**src/rtl/ofdm_symbol_framer.sv**
```systemverilog
// ofdm_symbol_framer: strips the cyclic prefix from NUM_SYMS OFDM symbols per detector trigger.
// Ports:
//   clk, reset_n (async active-low), clear (sync active-high, same effect as reset)
//   s_tdata/s_tvalid/s_tready  : raw IQ samples, I in [31:16], Q in [15:0]
//   d_tdata/d_tlast/d_tvalid/d_tready : detector phase and one-beat trigger, beat-aligned with s_*
//   o_tdata/o_tlast/o_tuser/o_eob/o_tvalid/o_tready : useful samples, symbol end, latched phase, burst end
//   busy          : framer is inside a burst
//   dropped_trig  : saturating count of triggers seen while busy
module ofdm_symbol_framer #(
   parameter int SYM_LEN  = 64,
   parameter int CP_LEN   = 16,
   parameter int NUM_SYMS = 2
) (
   input  logic        clk,
   input  logic        reset_n,
   input  logic        clear,
   input  logic [31:0] s_tdata,
   input  logic        s_tvalid,
   output logic        s_tready,
   input  logic [15:0] d_tdata,
   input  logic        d_tlast,
   input  logic        d_tvalid,
   output logic        d_tready,
   output logic [31:0] o_tdata,
   output logic        o_tlast,
   output logic [15:0] o_tuser,
   output logic        o_eob,
   output logic        o_tvalid,
   input  logic        o_tready,
   output logic        busy,
   output logic [7:0]  dropped_trig
);
   typedef enum logic [1:0] {IDLE, SKIP, EMIT} state_t;
   localparam logic [15:0] CP_LAST  = 16'(CP_LEN - 1);
   localparam logic [15:0] SYM_LAST = 16'(SYM_LEN - 1);
   localparam logic [7:0]  SYMS_LAST = 8'(NUM_SYMS - 1);
   state_t      state;
   logic [15:0] cnt;
   logic [7:0]  sym;
   logic        emit, beat;
   // Only EMIT depends on downstream; the prefix and idle samples are drained freely.
   assign emit     = state == EMIT;
   assign beat     = s_tvalid & d_tvalid & (!emit | o_tready);
   assign s_tready = beat;
   assign d_tready = beat;
   assign o_tvalid = s_tvalid & d_tvalid & emit;
   assign o_tdata  = s_tdata;
   assign o_tlast  = emit & (cnt == SYM_LAST);
   assign o_eob    = o_tlast & (sym == SYMS_LAST);
   assign busy     = state != IDLE;
   always_ff @(posedge clk or negedge reset_n) begin
      if (!reset_n) begin
         state        <= IDLE;
         cnt          <= '0;
         sym          <= '0;
         o_tuser      <= '0;
         dropped_trig <= '0;
      end else if (clear) begin
         state        <= IDLE;
         cnt          <= '0;
         sym          <= '0;
         o_tuser      <= '0;
         dropped_trig <= '0;
      end else if (beat) begin
         if (busy && d_tlast && dropped_trig != 8'hFF)
            dropped_trig <= dropped_trig + 8'd1;
         unique case (state)
            // The trigger beat itself is prefix sample 0.
            IDLE: if (d_tlast) begin
               o_tuser <= d_tdata;
               sym     <= '0;
               state   <= (CP_LEN == 1) ? EMIT : SKIP;
               cnt     <= (CP_LEN == 1) ? 16'd0 : 16'd1;
            end
            SKIP: if (cnt == CP_LAST) begin
               state <= EMIT;
               cnt   <= '0;
            end else cnt <= cnt + 16'd1;
            EMIT: if (o_tlast) begin
               cnt <= '0;
               if (o_eob) state <= IDLE;
               else begin
                  sym   <= sym + 8'd1;
                  state <= SKIP;
               end
            end else cnt <= cnt + 16'd1;
            default: state <= IDLE;
         endcase
      end
   end
endmodule

```
**config.mk**
```make
export PLATFORM = sky130hd
export DESIGN_NAME = ofdm_symbol_framer
export DESIGN_NICKNAME = d
export VERILOG_FILES = /design/src/rtl/ofdm_symbol_framer.sv
export SDC_FILE = /design/constraint.sdc
export NUM_CORES = 1
export LEC_CHECK = 0
export BUFFER_PORTS_ARGS = -buffer_cell sky130_fd_sc_hd__buf_2
export CAP_MARGIN = 30
export CORE_MARGIN = 2
export CORE_UTILIZATION = 50
export DETAILED_ROUTE_END_ITERATION = 10
export PLACE_DENSITY = 0.82
export SYNTH_ARGS = -nofsm -noshare
export SYNTH_HDL_FRONTEND = slang
export SYNTH_SLANG_ARGS = --single-unit
```
**constraint.sdc**
```tcl
create_clock -name clk -period 2.75 [get_ports clk]
set_clock_uncertainty 0.05 [all_clocks]
set_input_delay 0.55 -clock clk [delete_from_list [all_inputs] [get_ports clk]]
set_output_delay 0.55 -clock clk [all_outputs]
set_load 0.05 [all_outputs]
```
==> results of run 1 <==
-- layout make-up --
cell class / instances / area share, %
Multi-Input combinational cell: 246 / 45.2
Sequential cell: 50 / 37.0
Timing Repair Buffer: 63 / 10.6
Tap cell: 75 / 2.77
Clock buffer: 5 / 2.03
Clock inverter: 3 / 1.29
Inverter: 10 / 1.11
-- cells by family after synthesis --
group / count (synthesis) / share of synthesized area (%)
buffers and inverters: 53 / 10.5
adders and majority gates: 9 / 3.65
and+or+nand+nor: 160 / 28.5
xor gates and xnor gates: 7 / 1.99
DFF: 50 / 40.6
AOI/OAI and AO/OA: 68 / 14.2
muxes: 2 / 0.690
-- routing by layer --
metal	share of wire, %	track usage [%]
met1	46	24.2
met2	47	29.8
met3	5.4	3.80
met4	1.6	7.38
met5	0	0
-- sequential cells by signal, indices dropped and copies added (netlist names) --
signal and cells:
state 2, cnt 16, o_tuser 16, dropped_trig 8
sym 8
-- timing repair --
item,in CTS,in global routing
setup endpoints to repair,1,2
gates resized for setup,1,10
pin swaps,0,3
buffers inserted,0,3
-- cells in the mapped netlist, drive strengths merged, types with 2 or more instances --
| cell | count | share of area [%] |
|---|---|---|
| a21o | 5 | 1.2 |
| a21oi | 9 | 1.5 |
| a22o | 9 | 2.6 |
| a311oi | 3 | 0.85 |
| and2 | 3 | 0.61 |
| and3 | 3 | 0.61 |
| and4 | 3 | 0.85 |
| buf | 33 | 8.0 |
| clkbuf | 10 | 1.2 |
| dfrtp | 50 | 41 |
| ha | 9 | 3.7 |
| inv | 10 | 1.2 |
| nand2 | 42 | 5.2 |
| nand2b | 20 | 4.1 |
| nand3 | 23 | 3.7 |
| nand4 | 6 | 1.2 |
| nor2 | 21 | 2.6 |
| nor2b | 7 | 1.4 |
| nor3 | 5 | 0.81 |
| nor4 | 5 | 1.5 |
| nor4b | 2 | 1.1 |
| o21ai | 31 | 5.0 |
| o311ai | 4 | 1.1 |
| or2 | 3 | 0.61 |
| or3 | 8 | 1.6 |
| or4 | 5 | 1.5 |
| xnor2 | 4 | 1.1 |
| xor2 | 3 | 0.85 |
-- per-stage QoR --
step	hold slack, ns	instances	power (mW)	setup WS (ns)
floorplan	0.204	349	1.06	0.0628
global placement	0.407	441	1.01	0.299
detailed placement	0.416	441	1.02	0.294
CTS	0.204	449	1.54	0.000632
global route	0.235	452	1.60	-0.0563
finish	0.194	452	1.53	0.0250
-- where the power goes --
group / switching [mW] / internal, mW
Combinational: 0.167 / 0.0615
Clock: 0.256 / 0.273
Sequential: 0.0140 / 0.758
Total: 0.437 / 1.09
-- path summary, 6_finish.rpt --
check / from / endpoint / slack (ns) / cells after the start
worst max-delay path: cnt[7] / o_eob / 0.02 / 5
worst min register to register: o_tuser[12] / o_tuser[12] / 0.43 / 2
worst max register to register: state[0] / cnt[7] / 0.27 / 7
max in group asynchronous: reset_n / state[0] / 1.70 / 2
min in group clk: d_tdata[2] / o_tuser[2] / 0.43 / 3
worst min-delay path: reset_n / o_tuser[15] / 0.19 / 1
==> impl_metrics.ini, run 1 <==
[run_status]
outcome = complete, no violations

[layout]
fillers = 525
layout_commonest_cell = buf_2
fin_util_pct = 56.9
synthToLayoutAreaGrowth_pct = 9.82
mostFrequentLayoutCells = 50 x buf_2, 49 x dfrtp_1, 41 x nand2_1
final_nets = 440
finish.instance_area_sq_um = 3390
seqCellArea_sq_um = 1250
final_layout_size_suffix_gt1_share_pct = 22.5
multi_input_comb_area_sq_um = 1530
antennaDiodeCount = 0

[setup_path]
cp_top_family = simple AND/OR/NAND/NOR gates
crit_path_end_kind = primary output
critPathMaxFanout = 4
slowest_stage = or4_4
crit_buf_inv = 1
path_class = reg -> out
required_ns = 2.15
start_kind = register
worstPathCellList = or4_4 > nor4_4 > nand2_2 > nor2_4 > buf_8
cp.arrival_ns = 2.13
critPathMaxStageDelay_ns = 0.58

[synthesis]
synth_edf_count = 0
async_flop_share_pct = 100
synth_seq_cells = 50
yosysSeqAreaShare_pct = 40.6
ys.warnings.count = 0
synth_cell_types = 47
synthCells = 349
syn_nets = 413
synth_area_sq_um = 3080
syn_area_per_cell_sq_um = 8.84
ys.flop_type = dfrtp_1

[run]
max_cap_viol_count = 0

[power_and_ir_drop]
p_leak_nw = 1.56
ir_drop_v = 0.000275
cellPowerDensity_nw_per_um2 = 451

[grt]
grt_pass1_wl_um = 9870
grt_remaining_overflow = 0
grt_max_degree = 33
grt_pass1_vias = 2185
grt_antenna_before_repair = 0
track_usage_pct = 18.5

[clock_tree]
cts_tree = yes
clk_path_buf_depth = 2
root_buffer = clkbuf_8
path_clk_slew_ns = 0.10
cts.sinks = 50
htree_levels = 2
cts_made_buffers = 5
clk_latency_ns = 0.31
hold_buffers = 0

[floorplan]
die_w_um = 82.5
ioPinCount = 117
die_area_sq_um = 6810
core_sq_um = 5960
start_util_pct = 51.8
die_y_um = 82.5
rows = 28

[drt]
dr.pass1.iters = 4
drc = 0
drt_iter0_drc = 143
vias = 2568
post_drt_wl_per_cell_um = 14.1
postRouteAntennaNets = 0
wl_um = 6360
viasPerCell = 5.68

[timing]
setup_viol = 0
final.setup.tns_ns = 0
period_needed_ns = 2.73
fmax_mhz = 367
max-slew-margin-rel_pct = 59.4
finalHoldViolCount = 0
slew_viol_final = 0
rsz0062_at_grt = true
tightest_slew_ns = 0.609
period_share_pct = 99.1

[placed_design]
place_area_sq_um = 3220
port_buffers = 52
gp_congestion = 0.844
dp_hpwl_um = 4510

[worst_hold_path]
hold_class = in -> async
No activity file was read; power rests on OpenSTA's default activity.
==> run 2, diff against run 1 <==
--- a/config.mk
+++ b/config.mk
@@ -7,7 +7,7 @@
 export LEC_CHECK = 0
 export BUFFER_PORTS_ARGS = -buffer_cell sky130_fd_sc_hd__buf_2
 export CAP_MARGIN = 30
-export CORE_MARGIN = 2
+export CORE_MARGIN = 4
 export CORE_UTILIZATION = 50
 export DETAILED_ROUTE_END_ITERATION = 10
 export PLACE_DENSITY = 0.82
==> impl_metrics.ini, run 2 (same netlist as run 1, synthesis figures left out) <==
[layout]
antennaDiodeCount = 0
layout_commonest_cell = buf_2
reg.largest.list = cnt x16, o_tuser x16
synthToLayoutAreaGrowth_pct = 8.44
fin_util_pct = 56.2
fillers = 517
final_nets = 439
final_layout_size_suffix_gt1_share_pct = 22.3
mostFrequentLayoutCells = 50 x buf_2, 49 x dfrtp_1, 41 x nand2_1

[grt]
grt_pass1_wl_um = 11100
grt_antenna_before_repair = 0
grt_pass1_vias = 2426
grt_remaining_overflow = 0
track_usage_pct = 18.0
grt_max_degree = 36

[floorplan]
start_util_pct = 51.8
die_w_um = 86.5
rows = 28
ioPinCount = 117
core_sq_um = 5960
die_y_um = 86.5
die_area_sq_um = 7490

[clock_tree]
htree_levels = 2
clk_latency_ns = 0.31
clk_path_buf_depth = 2
cts.sinks = 50
cts_made_buffers = 5
path_clk_slew_ns = 0.10
cts_tree = yes
root_buffer = clkbuf_8
hold_buffers = 0

[timing]
tightest_slew_ns = 0.510
max-slew-margin-rel_pct = 65.7
period_needed_ns = 2.68
slew_viol_final = 0
fmax_mhz = 373
holdWs_ns = 0.0879
final.setup.tns_ns = 0
fin_ws_ns = 0.0725
rsz0062_at_grt = true
setup_viol = 0
finalHoldViolCount = 0
period_share_pct = 97.4

[placed_design]
port_buffers = 52
dp_hpwl_um = 4900
preCtsSetupSlack_ns = 0.285
gp_congestion = 0.868

[run]
max_cap_viol_count = 0

[setup_path]
critPathMaxFanout = 3
cp.arrival_ns = 2.08
path_class = reg -> out
r2r-start = state[0]
crit_path_end_kind = primary output
required_ns = 2.15
start_kind = register
critPathLaunch = sym[1]
r2r_setup_slack_ns = 0.22

[run_status]
outcome = complete, no violations

[drt]
dr.pass1.iters = 4
post_drt_wl_per_cell_um = 15.0
drc = 0
postRouteAntennaNets = 0
vias = 2573
drt_iter0_drc = 178
wl_um = 6770
viasPerCell = 5.71

[power_and_ir_drop]
p_leak_nw = 1.54
ir_drop_v = 0.000268
cellPowerDensity_nw_per_um2 = 431

[worst_hold_path]
hold_class = in -> async
[run 2: cell types whose count changed in the layout (fill, tap and decap cells not counted), sizes merged]
| cell | delta |
|---|---|
| buf | -1 |
| bufinv | -1 |
| clkinv | +1 |
| clkinvlp | +1 |
| inv | -1 |
[run 2: critical path: stages (launching register included)]
cell,delay [ns]
dfrtp_1,0.41
inv_1,0.06
ha_1,0.12
or4b_4,0.46
or4_4,0.44
nor2_2,0.13
buf_6,0.16
[run 2: routing by layer]
metal	routed length, um	up-vias	GRT usage (%)
li1	-	1249	-
met1	2930	1220	23.8
met2	3270	80	29.9
met3	476	24	3.33
met4	99	0	5.81
met5	0	-	0
[run 2: timing repair]
action	4_1_cts	5_1_grt
setup buffers	1	2
resized for setup	1	7
setup endpoints to repair	1	2
pin swaps	1	3
[run 2: area by class of cell]
type,instances,area (sq um),area share [%]
inverter,10,37.5,1.12
multi-input combinational,246,1530,45.6
clock inverter,3,21.3,0.636
sequential,50,1250,37.4
timing repair buffer,62,344,10.3
tap,75,93.8,2.81
clock buffer,5,68.8,2.06
[run 2: per-stage QoR]
step	instances	instance area (sq um)	total power, mW
finish	451	3340	1.44
global route	451	3340	1.50
CTS	449	3310	1.46
detailed placement	440	3210	1.02
global placement	440	3210	1.01
floorplan	349	3080	1.06
[run 2: where the power goes]
group          internal [mW]  total [mW]  switching (mW)
Combinational         0.0615       0.229           0.168
Clock                  0.179       0.438           0.259
Sequential             0.758       0.773          0.0156
Total                  0.998        1.44           0.442
[run 2: worst paths after layout]
path | to | cells after the start
max | o_eob | 6
min | cnt[9] | 1
max in group asynchronous | cnt[6] | 2
min in group clk | o_tuser[1] | 3
min reg2reg | o_tuser[4] | 2
max reg2reg | cnt[2] | 7
